===== src/rtl/majority_vote.sv =====
// rtl/majority_vote.sv - registered 5-input majority voter with ones-count and valid flag
// One clock of latency; outputs hold their last valid result while in_valid is low.
module majority_vote #(
   parameter int THRESHOLD = 3
) (
   input  logic       clk,
   input  logic       rst_n,
   input  logic       in_valid,
   input  logic       x1,
   input  logic       x2,
   input  logic       x3,
   input  logic       x4,
   input  logic       x5,
   output logic       z1,
   output logic [2:0] count,
   output logic       out_valid
);

   localparam logic [2:0] LP_THRESHOLD = 3'(THRESHOLD);

   logic [2:0] w_popcount;
   logic       w_vote;
   logic       r_z1;
   logic [2:0] r_count;
   logic       r_out_valid;

   // Zero-extend each vote so the sum cannot wrap; maximum is 5.
   assign w_popcount = {2'b00, x1} + {2'b00, x2} + {2'b00, x3} + {2'b00, x4} + {2'b00, x5};
   assign w_vote     = (w_popcount >= LP_THRESHOLD);

   always_ff @(posedge clk or negedge rst_n) begin
      if (!rst_n) begin
         r_z1        <= 1'b0;
         r_count     <= 3'd0;
         r_out_valid <= 1'b0;
      end else begin
         r_out_valid <= in_valid;
         if (in_valid) begin
            r_z1    <= w_vote;
            r_count <= w_popcount;
         end
      end
   end

   assign z1        = r_z1;
   assign count     = r_count;
   assign out_valid = r_out_valid;

endmodule


===== config.mk =====
export PLATFORM = sky130hd
export DESIGN_NAME = majority_vote
export DESIGN_NICKNAME = d
export VERILOG_FILES = /design/src/rtl/majority_vote.sv
export SDC_FILE = /design/constraint.sdc
export NUM_CORES = 1
export LEC_CHECK = 0
export ABC_AREA = 1
export BUFFER_PORTS_ARGS = -buffer_cell sky130_fd_sc_hd__buf_2
export CAP_MARGIN = 10
export CORE_AREA = 2 2 39 41
export CTS_CLUSTER_DIAMETER = 40
export DETAILED_ROUTE_END_ITERATION = 12
export DIE_AREA = 0 0 41 43
export SETUP_SLACK_MARGIN = 0.02
export SYNTH_ARGS = -nofsm -noshare
export SYNTH_HDL_FRONTEND = slang
export SYNTH_SLANG_ARGS = --single-unit

===== constraint.sdc =====
create_clock -name clk -period 1.4 [get_ports clk]
set_clock_uncertainty 0.1 [all_clocks]
set_input_delay 0.21 -clock clk [delete_from_list [all_inputs] [get_ports clk]]
set_output_delay 0.21 -clock clk [all_outputs]
set_load 0.01 [all_outputs]

==> flow_summary.json <==
{
  "status": "complete, but fails checks",
  "violations": "negative setup slack",
  "synth_cells": 26,
  "antenna_found_initial": 0,
  "cts_max_path_buffers": 2,
  "cts_tree": "yes",
  "place_congestion": 0.709,
  "htree_levels": 1,
  "grt_pass1_wl_um": 662,
  "grt_pass1_vias": 191,
  "boundaryPins": 13,
  "detail_route.first_pass.iterations": 3,
  "ys_types": 7,
  "yosys_warnings": 0,
  "coreArea_sq_um": 1380,
  "ys_ff_latch": 5,
  "gr-total-overflow": 0,
  "drc": 0,
  "fmax_mhz": 653,
  "viasPerCell": 3.64,
  "cts_buffers": 3,
  "initial_core_util_pct": 17.9,
  "n_antenna_cell": 0,
  "drtIter0Drc": 1,
  "slew_viol_final": 0,
  "synth_common_cells": "nand2_1 (10), dfrtp_1 (5), inv_1 (5)",
  "die_y_um": 43,
  "synth_top_area_share_pct": 50.5,
  "path_class": "input port to flop",
  "worst_r2r_path_depth": 2,
  "max_slew_margin_pct": 91.4,
  "period_needed_ns": 1.53,
  "synthesis.area_sq_um": 248,
  "yosysMostFrequentCell": "nand2_1",
  "reg2reg_to": "z1$_DFFE_PN0P_",
  "hold_path_class": "input port to flop",
  "drt_wl_total_um": 433,
  "powerDensity_nw_per_um2": 1150,
  "grt_max_degree": 7,
  "wire_per_inst_um": 7.34,
  "finalSetupTns_ns": -0.347,
  "fin_crit_sh_pct": 109,
  "port_buffers": 12,
  "dieArea_sq_um": 1760,
  "start_kind": "input port",
  "fin_ws_ns": -0.132,
  "hold_ws_ns": 0.0688,
  "seqCellArea_sq_um": 125,
  "vias": 215,
  "worstMarginPinSlew_ns": 0.129,
  "synth_edf_count": 0,
  "crit_family": "adder cells",
  "root_buffer": "clkbuf_4",
  "hold_depth": 1,
  "maxCapViolCount": 0,
  "fillCellCount": 150,
  "drive_gt1_share_pct": 55.8,
  "cts_sinks": 5,
  "row_count": 14,
  "worstPathCellList": "buf_6, inv_2, fa_1, inv_1, fa_2, ha_4, nand3_2, nand3_2",
  "startpoint": "x1",
  "areaGrowthSynthToFinish_pct": 67.7,
  "dp_hpwl_um": 378,
  "multi_input_area_sq_um": 128,
  "hold_viol": 0,
  "async_flop_share_pct": 100,
  "min_to": "out_valid$_DFF_PN0_",
  "grt_usage_pct": 6.36,
  "crit_buf_inv": 3,
  "cp_num_cells": 8,
  "synth_area_leaders": "dfrtp_1 (51%), fa_1 (16%), nand2_1 (15%)",
  "cp-end-kind": "flop",
  "arrival_ns": 1.61,
  "max_stage_delay_ns": 0.52,
  "fin_nets": 55,
  "clk_pin_slew_worst_paths_ns": 0.04,
  "required_ns": 1.48,
  "critPathMostFrequentCell": "nand3_2",
  "peakVddDrop_mv": 0.253,
  "setup_violations": 4,
  "synth.yosys.seq_area_share_pct": 50.5,
  "synthFlopType": "dfrtp_1",
  "timing.rr.start": "z1$_DFFE_PN0P_",
  "critPathMaxFanout": 2,
  "postCtsSetupBuffers": 0,
  "final_util_pct": 30.0,
  "yosysTopAreaCell": "dfrtp_1",
  "clk_latency_ns": 0.24,
  "hold_start": "in_valid",
  "rsz0062_at_grt": "yes",
  "leakage_nw": 0.225,
  "reg2reg_slack_ns": 0.67,
  "cp_slowest_cell": "fa_1",
  "syn_nets": 37,
  "antenna_left": 0,
  "avgSynthCellArea_sq_um": 9.53,
  "die_w_um": 41
}
-- metrics by stage --
| stage | area (sq um) | setup slack (ns) | cells | power [mW] |
|---|---|---|---|---|
| 2_1_floorplan | 278 | -0.325 | 26 | 0.255 |
| 3_3_place_gp | 358 | -0.499 | 54 | 0.303 |
| 3_5_place_dp | 358 | -0.510 | 54 | 0.305 |
| 4_1_cts | 415 | -0.130 | 59 | 0.488 |
| 5_1_grt | 415 | -0.159 | 59 | 0.514 |
| 6_report | 415 | -0.132 | 59 | 0.478 |
-- report_power, final --
part	switching [mW]	total [mW]	internal, mW
combinational	0.0648	0.129	0.0643
sequential	0.0111	0.180	0.169
clock	0.0615	0.169	0.108
total	0.137	0.478	0.341
-- how the worst max path moves through the flow --
stage	to
after floorplan	z1$_DFFE_PN0P_
after global placement	z1$_DFFE_PN0P_
after detailed placement	z1$_DFFE_PN0P_
after CTS	z1$_DFFE_PN0P_
after global routing	z1$_DFFE_PN0P_
final	z1$_DFFE_PN0P_
-- cells in the final DEF (no fill, tap or decap) --
cell type	instances
dlygate4sd3_1	1
buf_6	1
inv_1	2
fa_2	1
clkbuf_4	3
inv_8	1
inv_2	3
nand3_2	2
buf_8	1
fa_1	1
buf_2	10
ha_4	1
clkbuf_1	1
nand2_2	1
dfrtp_1	5
nand2_1	9
-- metal layers --
metal | track usage [%] | wire length [um] | vias to the layer above
met5 | 0 | 0 | -
met4 | 10.0 | 21 | 0
met3 | 1.57 | 43 | 2
met2 | 8.13 | 176 | 12
met1 | 6.21 | 192 | 91
li1 | - | - | 110
-- registers in the layout (all words and copies together) (netlist names) --
| register | flops |
|---|---|
| count | 3 |
| out_valid | 1 |
| z1 | 1 |
-- repair_timing --
action / in CTS / in global routing
hold buffers: 1 / 0
gates cloned: 0 / 0
setup endpoints to repair: 4 / 4
gates resized for setup: 6 / 1
hold endpoints to repair: 5 / 0
pin swaps: 3 / 0
-- logic make-up (layout without fill, tap and decap cells) --
family	after synthesis	count (layout)	share of synthesized area (%)
flip-flops	5	5	50.5
AND/OR/NAND/NOR	12	12	19.2
adder cells (fa/ha/maj)	3	3	21.2
buffers and inverters	6	23	9.09
-- cell type report --
type | instances | share of cell area, %
flip-flops and latches | 5 | 30.1
well taps | 16 | 4.82
clock buffers | 4 | 6.33
multi-input cells | 15 | 30.7
inverters | 6 | 7.23
repair buffers | 13 | 20.8
Note: power is estimated with default switching activity, not from simulation.
